[config.mk]
export PLATFORM = sky130hd
export DESIGN_NAME = fb_scanout
export DESIGN_NICKNAME = d
export VERILOG_FILES = /design/src/rtl/gpu_pkg.sv /design/src/rtl/vga_timing_gen.sv /design/src/rtl/fb_scanout.sv
export SDC_FILE = /design/constraint.sdc
export NUM_CORES = 1
export LEC_CHECK = 0
export BUFFER_PORTS_ARGS = -buffer_cell sky130_fd_sc_hd__buf_2
export CAP_MARGIN = 30
export CELL_PAD_IN_SITES_DETAIL_PLACEMENT = 2
export CELL_PAD_IN_SITES_GLOBAL_PLACEMENT = 2
export CORE_MARGIN = 8
export CORE_UTILIZATION = 30
export CTS_CLUSTER_SIZE = 12
export DETAILED_ROUTE_END_ITERATION = 10
export PLACE_DENSITY_LB_ADDON = 0.1
export SYNTH_ARGS = -nofsm -noshare
export SYNTH_HDL_FRONTEND = slang
export SYNTH_SLANG_ARGS = --single-unit
[constraint.sdc]
create_clock -name clk -period 3.3 [get_ports clk]
set_input_delay 0.66 -clock clk [delete_from_list [all_inputs] [get_ports clk]]
set_output_delay 0.66 -clock clk [all_outputs]
set_load 0.1 [all_outputs]
[src/rtl/gpu_pkg.sv]
// Shared definitions for the frame-buffer read side.
// Holds the 640x480@60 VGA timing, the frame-buffer geometry, the RGB332
// and 4:4:4 pixel types, and the RGB332 -> 4:4:4 colour expansion.
package gpu_pkg;

    localparam int H_VISIBLE = 640;
    localparam int H_FRONT   = 16;
    localparam int H_SYNC    = 96;
    localparam int H_BACK    = 48;

    localparam int V_VISIBLE = 480;
    localparam int V_FRONT   = 10;
    localparam int V_SYNC    = 2;
    localparam int V_BACK    = 33;

    localparam int FB_WIDTH  = 320;
    localparam int FB_HEIGHT = 240;

    typedef logic [7:0] rgb332_t;

    typedef struct packed {
        logic [3:0] r;
        logic [3:0] g;
        logic [3:0] b;
    } rgb444_t;

    // Replicate the top bits into the new LSBs so full scale maps to 4'hF.
    function automatic rgb444_t rgb332_to_444(input rgb332_t d);
        rgb444_t c;
        c.r = {d[7:5], d[7]};
        c.g = {d[4:2], d[4]};
        c.b = {d[1:0], d[1:0]};
        return c;
    endfunction

endpackage

[src/rtl/vga_timing_gen.sv]
// Raster counters and combinational timing decode.
// Ports:
//   clk, rst        pixel clock, async active-low reset
//   x_half          hc[9:1], horizontal frame-buffer column
//   vis, hs, vs     visible area, active-low h/v sync (stage 0, unregistered)
//   row_step        last pixel of an odd visible line: advance frame-buffer row
//   frame_end       last pixel of the frame
//   vblank_start    counter sits at (0, V_VISIBLE)
module vga_timing_gen
    import gpu_pkg::*;
#(
    parameter int H_VISIBLE = gpu_pkg::H_VISIBLE,
    parameter int H_FRONT   = gpu_pkg::H_FRONT,
    parameter int H_SYNC    = gpu_pkg::H_SYNC,
    parameter int H_BACK    = gpu_pkg::H_BACK,
    parameter int V_VISIBLE = gpu_pkg::V_VISIBLE,
    parameter int V_FRONT   = gpu_pkg::V_FRONT,
    parameter int V_SYNC    = gpu_pkg::V_SYNC,
    parameter int V_BACK    = gpu_pkg::V_BACK
) (
    input  logic       clk,
    input  logic       rst,
    output logic [8:0] x_half,
    output logic       vis,
    output logic       hs,
    output logic       vs,
    output logic       row_step,
    output logic       frame_end,
    output logic       vblank_start
);

    localparam logic [9:0] H_VIS_C = 10'(H_VISIBLE);
    localparam logic [9:0] HS_BEG  = 10'(H_VISIBLE + H_FRONT);
    localparam logic [9:0] HS_END  = 10'(H_VISIBLE + H_FRONT + H_SYNC);
    localparam logic [9:0] H_LAST  = 10'(H_VISIBLE + H_FRONT + H_SYNC + H_BACK - 1);
    localparam logic [9:0] V_VIS_C = 10'(V_VISIBLE);
    localparam logic [9:0] VS_BEG  = 10'(V_VISIBLE + V_FRONT);
    localparam logic [9:0] VS_END  = 10'(V_VISIBLE + V_FRONT + V_SYNC);
    localparam logic [9:0] V_LAST  = 10'(V_VISIBLE + V_FRONT + V_SYNC + V_BACK - 1);

    logic [9:0] hc;
    logic [9:0] vc;
    logic       line_end;

    always_ff @(posedge clk or negedge rst) begin
        if (!rst) begin
            hc <= '0;
            vc <= '0;
        end else if (line_end) begin
            hc <= '0;
            vc <= frame_end ? '0 : vc + 10'd1;
        end else begin
            hc <= hc + 10'd1;
        end
    end

    assign line_end     = (hc == H_LAST);
    assign frame_end    = line_end && (vc == V_LAST);
    assign x_half       = hc[9:1];
    assign vis          = (hc < H_VIS_C) && (vc < V_VIS_C);
    assign hs           = !((hc >= HS_BEG) && (hc < HS_END));
    assign vs           = !((vc >= VS_BEG) && (vc < VS_END));
    // Each frame-buffer row is shown on two lines; step after the second.
    assign row_step     = line_end && vc[0] && (vc < V_VIS_C);
    assign vblank_start = (hc == 10'd0) && (vc == V_VIS_C);

endmodule

[src/rtl/fb_scanout.sv]
// Frame-buffer scanout: VGA timing, 2x2 pixel fetch, RGB332 expansion and
// double-buffer swap control.
// Ports:
//   clk, rst            pixel clock, async active-low reset
//   fb_en, fb_addr      frame-buffer read request (y_fb*pitch + x_fb)
//   fb_dout             RGB332 read data, one cycle after the request
//   front_sel           buffer on screen; the rasterizer draws the other
//   swap_req, swap_ack  swap request pulse in, grant pulse out
//   vblank              high from vblank start to end of frame
//   hsync, vsync, de    video timing, aligned with red/green/blue
//
// Swap FSM
//   state      | meaning
//   ST_IDLE    | no swap outstanding
//   ST_PENDING | swap requested, waiting for the next vblank start
module fb_scanout
    import gpu_pkg::*;
#(
    parameter int H_VISIBLE = gpu_pkg::H_VISIBLE,
    parameter int H_FRONT   = gpu_pkg::H_FRONT,
    parameter int H_SYNC    = gpu_pkg::H_SYNC,
    parameter int H_BACK    = gpu_pkg::H_BACK,
    parameter int V_VISIBLE = gpu_pkg::V_VISIBLE,
    parameter int V_FRONT   = gpu_pkg::V_FRONT,
    parameter int V_SYNC    = gpu_pkg::V_SYNC,
    parameter int V_BACK    = gpu_pkg::V_BACK,
    parameter int FB_WIDTH  = gpu_pkg::FB_WIDTH
) (
    input  logic        clk,
    input  logic        rst,
    output logic        fb_en,
    output logic [16:0] fb_addr,
    input  logic [7:0]  fb_dout,
    output logic        front_sel,
    input  logic        swap_req,
    output logic        swap_ack,
    output logic        vblank,
    output logic        hsync,
    output logic        vsync,
    output logic        de,
    output logic [3:0]  red,
    output logic [3:0]  green,
    output logic [3:0]  blue
);

    localparam logic [16:0] ROW_PITCH  = 17'(FB_WIDTH);
    localparam logic [0:0]  ST_IDLE    = 1'b0;
    localparam logic [0:0]  ST_PENDING = 1'b1;

    logic [8:0]  x_half;
    logic        vis, hs, vs;
    logic        row_step, frame_end, vblank_start;
    logic [16:0] row_base;
    logic        vis_d, hs_d, vs_d;
    logic [0:0]  state;
    rgb444_t     pix;

    vga_timing_gen #(
        .H_VISIBLE (H_VISIBLE),
        .H_FRONT   (H_FRONT),
        .H_SYNC    (H_SYNC),
        .H_BACK    (H_BACK),
        .V_VISIBLE (V_VISIBLE),
        .V_FRONT   (V_FRONT),
        .V_SYNC    (V_SYNC),
        .V_BACK    (V_BACK)
    ) u_timing (
        .clk          (clk),
        .rst          (rst),
        .x_half       (x_half),
        .vis          (vis),
        .hs           (hs),
        .vs           (vs),
        .row_step     (row_step),
        .frame_end    (frame_end),
        .vblank_start (vblank_start)
    );

    // Row base is accumulated so the address path needs only an adder.
    always_ff @(posedge clk or negedge rst) begin
        if (!rst) begin
            row_base <= '0;
            fb_en    <= 1'b0;
            fb_addr  <= '0;
            vis_d    <= 1'b0;
            hs_d     <= 1'b1;
            vs_d     <= 1'b1;
        end else begin
            fb_en   <= vis;
            fb_addr <= row_base + {8'd0, x_half};
            vis_d   <= vis;
            hs_d    <= hs;
            vs_d    <= vs;
            if (frame_end) begin
                row_base <= '0;
            end else if (row_step) begin
                row_base <= row_base + ROW_PITCH;
            end
        end
    end

    always_ff @(posedge clk or negedge rst) begin
        if (!rst) begin
            hsync <= 1'b1;
            vsync <= 1'b1;
            de    <= 1'b0;
        end else begin
            hsync <= hs_d;
            vsync <= vs_d;
            de    <= vis_d;
        end
    end

    // The RAM output register is the second pipeline stage for pixel data,
    // so colour is taken straight from fb_dout and gated by the registered de.
    assign pix   = rgb332_to_444(fb_dout);
    assign red   = de ? pix.r : 4'd0;
    assign green = de ? pix.g : 4'd0;
    assign blue  = de ? pix.b : 4'd0;

    // A request arriving on the vblank-start cycle itself is still granted.
    always_ff @(posedge clk or negedge rst) begin
        if (!rst) begin
            state     <= ST_IDLE;
            front_sel <= 1'b0;
            swap_ack  <= 1'b0;
            vblank    <= 1'b0;
        end else begin
            swap_ack <= 1'b0;
            if (vblank_start) begin
                vblank <= 1'b1;
            end else if (frame_end) begin
                vblank <= 1'b0;
            end
            if (vblank_start && (state == ST_PENDING || swap_req)) begin
                front_sel <= ~front_sel;
                swap_ack  <= 1'b1;
                state     <= ST_IDLE;
            end else if (swap_req) begin
                state <= ST_PENDING;
            end
        end
    end

endmodule

==> run metrics, run 1 <==
placer congestion estimate between 0.6 and 0.7; flop2flop setup slack roughly 0.86 ns; Avg WL per Cell 16.7 µm; layout cell share with drive strength beyond 1 0.246; final slew viol count 0; final wirelength approximately 6700 µm; Post-CTS Setup Bufs 0; Seq cells post-synth between 50 and 60; total number of vias around 2000; FF-to-FF End row_base[14]$_DFFE_PN0P_; worst vdd ir about 170 µV; DRC viols 0; Leak Pwr ~1.5 nW; MaxCap Viol Count 0; status completed; clock sinks 58; remaining antenna violation count 0; Mapped Cells between 200 and 250; Worst EP required 3.57 ns; via/cell ratio 5.09; Die Y about 110 µm; gr usage total 0.114; worst-path fanout max 20; final HPWL from detailed placement 4710 µm; area grow syn2layout 16.9%; net count reported at finish 307; DRT Pass-1 Iters 4; die area about 0.012 mm²; Reg2Reg Depth 4; Rows 34; Synth Cell Area 0.00269 mm²; clock transition at the registers of the reported paths 0.07 ns; cell area after layout roughly 0.0031 mm²; vias in the first global route 2134; Setup TNS Final 0 ns; crit path DAT around 2.7 ns; Slew headroom 0.477; buffer depth of the longest clock path 2; # hold bufs at CTS 0; Mean Syn Cell Area around 11 µm²; Fin. Hold Viols 0; clk_lat worst skew ~0.34 ns; Final setup viols 0; Setup crit end kind flop; CTS tree yes; Num CTS Buffers 9; final worst path period share 0.740; RSZ-0062 raised after global routing false; startpoint of the worst register-to-register path u_timing.hc[6]$_DFF_PN0_; post-layout min period 2.44 ns; initial antenna violation count 0; post-place instance area between 0.002 and 0.003 mm²; Slew @ Worst Pin 0.778 ns; pwr/cell area between 400 and 500 mW/mm²; first-pass GRT wire length 11400 µm; Die W roughly 110 µm; GRT overflow 0; Diodes inserted 0; CP Launch Type flop; number of synthesized flops with an enable pin 0; Syn Nets 265; Seq/Total Area, Yosys 0.542; Max Freq just over 400 MHz; port bufs 46; Final Skew around 0.0091 ns; CTS H-tree depth 3; Yosys warnings 0; core area just under 0.009 mm²; Hold Crit Depth 0; min-delay worst type reg -> reg; Iter 0 DRT Violations 48; CTS resizes 0; largest net degree at the start of global routing 59; Unique masters post-synth 40; Initial Utilization 0.308; most common flop cell mapped by yosys dfrtp_1; number of I/O pins 47; crit path kind reg -> reg; Root Buffer clkbuf_8; Async SR Flop Fraction 1.00; Hold EP hsync$_DFF_PN1_; Hold Path Origin hs_d$_DFF_PN1_
## worst max-delay path by stage
stage,startpoint,endpoint
6_report,u_timing.hc[6]$_DFF_PN0_,row_base[14]$_DFFE_PN0P_
5_1_grt,u_timing.hc[1]$_DFF_PN0_,row_base[14]$_DFFE_PN0P_
4_1_cts,u_timing.hc[6]$_DFF_PN0_,row_base[14]$_DFFE_PN0P_
3_5_place_dp,u_timing.hc[6]$_DFF_PN0_,row_base[14]$_DFFE_PN0P_
3_3_place_gp,u_timing.hc[6]$_DFF_PN0_,row_base[14]$_DFFE_PN0P_
2_1_floorplan,de$_DFF_PN0_,blue[2]
## critical path: stages, from the launching register on
cell and delay, ns:
dfrtp_1 0.45, or4b_4 0.62, or4_4 0.66, or4_1 0.50, a21oi_1 0.15
## flip-flops by register name (all words and copies together), names as in the netlist
signal,cells
de,1
fb_addr,17
front_sel,1
hs_d,1
hsync,1
row_base,11
state,1
swap_ack,1
u_timing.hc,10
u_timing.vc,10
vblank,1
vis_d,1
vs_d,1
vsync,1
## cell families after synthesis
kind of cell | after synthesis | share of synthesized area
muxes | 1 | 0.00372
xor gates and xnor gates | 26 | 0.0847
DFF | 58 | 0.542
buffers and inverters | 24 | 0.0479
AOI/OAI and AO/OA | 32 | 0.0675
and+or+nand+nor | 97 | 0.217
adders and majority gates | 8 | 0.0372
## area by class of cell
type                            count  area (µm²)
Sequential cell                    58        1460
Multi-Input combinational cell    164        1100
Inverter                            6        22.5
Clock inverter                      3        15.0
Tap cell                          108         135
Fill cell                         956        5580
Timing Repair Buffer               49         253
Clock buffer                       13         159
## synth_stat cells, types with 5 or more instances
cell type	n	area [µm²]
ha_1	8	100
clkbuf_1	9	33.8
o21ai_0	13	65.1
nand2_1	7	26.3
nand3_1	13	65.1
nor2_1	14	52.6
nor4_1	6	37.5
inv_1	6	22.5
and3_1	5	31.3
nand4_1	6	37.5
a21oi_1	12	60.1
or3_1	9	56.3
xor2_1	12	105
dfrtp_1	54	1350
and2_1	10	62.6
xnor2_1	14	123
## report_power, final
| group | leakage (nW) | total [W] | switching [W] | internal [W] |
|---|---|---|---|---|
| logic | 0.645 | 0.0000943 | 0.0000814 | 0.0000130 |
| registers | 0.754 | 0.000712 | 0.000000405 | 0.000712 |
| clock network | 0.0932 | 0.000588 | 0.000278 | 0.000310 |
## placed cells by master, fill, tap and decap left out, drive strengths merged, types with 2 or more instances in the layout
master,synthesis,final
a21o,2,2
a21oi,12,12
and2,10,10
and3,5,5
and4,4,4
buf,9,49
clkbuf,9,13
clkinv,0,3
dfrtp,54,54
dfstp,4,4
ha,8,8
inv,6,6
nand2,7,7
nand2b,2,2
nand3,13,13
nand4,6,6
nand4b,2,2
nor2,14,14
nor3,4,4
nor3b,3,3
nor4,6,6
nor4bb,2,2
o21ai,13,13
o31ai,2,2
or3,9,9
or4,5,5
xnor2,14,14
xor2,12,12
## metal layers
layer,GRT usage,vias to the layer above,wire length [µm]
met3,0.0422,7,410
li1,-,947,-
met1,0.148,1031,3110
met2,0.166,58,3060
met4,0.0514,0,97
met5,0,-,0
## metrics by stage
stage / instances / util / hold WS [ns] / power, W / setup WS [ns]
2_1_floorplan: 246 / - / 0.345 / 0.000795 / 0.358
3_3_place_gp: 385 / 0.341 / 0.349 / 0.000821 / 0.880
3_5_place_dp: 385 / 0.341 / 0.349 / 0.000822 / 0.847
4_1_cts: 401 / 0.361 / 0.360 / 0.00143 / 0.837
5_1_grt: 401 / 0.361 / 0.363 / 0.00146 / 0.746
6_report: 401 / 0.361 / 0.358 / 0.00139 / 0.859
(Power assumes the default switching activity.)
==> run 2: changes to the inputs <==
==> constraint.sdc (replaced) <==
create_clock -name clk -period 2 [get_ports clk]
set_input_delay 0.4 -clock clk [delete_from_list [all_inputs] [get_ports clk]]
set_output_delay 0.4 -clock clk [all_outputs]
set_load 0.1 [all_outputs]
==> run 2 against run 1 <==
Against the previous run:
- the flow now finishes with violations (setup timing)
- via count rose by 7.2%
- core utilization rose by 4.8 points
- clock skew barely moved
- total power rose by 76%
==> run metrics, run 2 (same netlist as run 1, synthesis figures left out) <==
final worst path period share 1.06; min-delay worst type in -> async; die area around 0.012 mm²; Iter 0 DRT Violations 44; largest net degree at the start of global routing 59; commonest non-fill, non-tap cells in the layout dfrtp_1 (53), buf_2 (46), buf_4 (27); crit path DAT ~2.4 ns; DRC viols 0; GRT overflow 0; core area roughly 0.0087 mm²; startpoint of the worst register-to-register path u_timing.hc[6]$_DFF_PN0_; most common library cell in the layout ignoring fill and taps dfrtp_1; cell area after layout 0.00356 mm²; vias in the first global route between 2000 and 2500; Reg2Reg Depth 4; Fin. Hold Viols 0; Final Util 0.409; pre-CTS setup slack -0.141 ns; first-pass GRT wire length ~12000 µm; Slew @ Worst Pin between 0.6 and 0.7 ns; post-place instance area between 0.003 and 0.004 mm²; Initial Utilization 0.308; remaining antenna violation count 0; Max Freq 471 MHz; status finished, violations left; Die Y about 110 µm; clock transition at the registers of the reported paths around 0.070 ns; flop2flop setup slack -0.12 ns; placer congestion estimate ~0.69; Rows 34; initial antenna violation count 0; Slew headroom 0.573; Leak Pwr between 1.5 and 2 nW; layout cell share with drive strength beyond 1 0.391; Root Buffer clkbuf_8; clock sinks 58; DRT Pass-1 Iters 4; CTS tree yes; net count reported at finish between 300 and 400; Worst EP required 2.27 ns; MaxCap Viol Count 0; CP endpoint row_base[14]$_DFFE_PN0P_; Final Skew 0.00889 ns; port bufs 46; final wirelength between 7000 and 8000 µm; # hold bufs at CTS 0; Setup crit end kind flop; buffer depth of the longest clock path 2; post-layout min period ~2.1 ns; area grow syn2layout 32.6%; FF-to-FF End row_base[14]$_DFFE_PN0P_; CP Launch Type flop; worst-path fanout max 6; Final setup viols 16; Critical Path Source u_timing.hc[6]$_DFF_PN0_; failing checks setup timing; number of I/O pins between 40 and 50; Regs by FF count fb_addr: 17 flops, row_base: 11 flops; max reg flops 17; gr usage total 0.124; Avg WL per Cell 17.5 µm; clk_lat worst skew around 0.34 ns; worst setup margin -0.123 ns; tightest hold margin 0.0317 ns; pwr/cell area about 690 mW/mm²; worst vdd ir between 200 and 300 µV; Die W approximately 110 µm; Num CTS Buffers 9; Diodes inserted 0; crit path kind reg -> reg; CTS H-tree depth 3; RSZ-0062 raised after global routing true; most flop-heavy register fb_addr; total number of vias 2190; final HPWL from detailed placement just over 5000 µm; final slew viol count 0; via/cell ratio 5.06
## run 2: area by class of cell
cell class	instances	area (µm²)
Timing Repair Buffer	80	543
Sequential cell	58	1460
Clock buffer	11	151
Tap cell	108	135
Clock inverter	5	52.6
Inverter	6	22.5
Multi-Input combinational cell	165	1200
Fill cell	926	5160
## run 2: worst min path at each step
stage,startpoint,end,slack [ns],depth (start not counted)
5_1_grt,rst,fb_addr[10]$_DFF_PN0_,0.07,2
4_1_cts,rst,fb_addr[10]$_DFF_PN0_,0.06,2
3_3_place_gp,hs_d$_DFF_PN1_,hsync$_DFF_PN1_,0.35,0
3_5_place_dp,vs_d$_DFF_PN1_,vsync$_DFF_PN1_,0.35,0
2_1_floorplan,rst,de$_DFF_PN0_,0.10,0
6_report,rst,fb_addr[10]$_DFF_PN0_,0.03,2
## run 2: critical path, cell delays in order, from the launching register on
cell,delay (ns)
dfrtp_1,0.38
or4b_4,0.55
or4_4,0.49
or4_1,0.49
a21oi_1,0.15
## run 2: what timing repair did
action / 4_1_cts / 5_1_grt
gates resized for setup: 6 / 15
setup endpoints to repair: 10 / 14
buffers inserted: 3 / 2
pin swaps: 3 / 3
cloned: 1 / 1
## run 2: metal layers
layer  part of all wire  global-route usage  vias up
met5                  0                   0        -
li1                   -                   -     1010
met2               0.50               0.200       48
met4              0.013              0.0568        0
met3              0.046              0.0363       11
met1               0.44               0.148     1121
## run 2: power breakdown
group | internal (W) | switching (W)
Combinational | 0.0000270 | 0.000134
Sequential | 0.00117 | 0.000000713
Clock | 0.000636 | 0.000487
## run 2: through the flow
step                      setup TNS [ns]  cells  total power (W)
after global placement            -0.393    410          0.00136
after detailed placement          -0.684    410          0.00136
after global routing               -2.15    433          0.00256
after CTS                         -0.753    430          0.00250
final                              -1.19    433          0.00246
after floorplan                    -2.11    246          0.00132
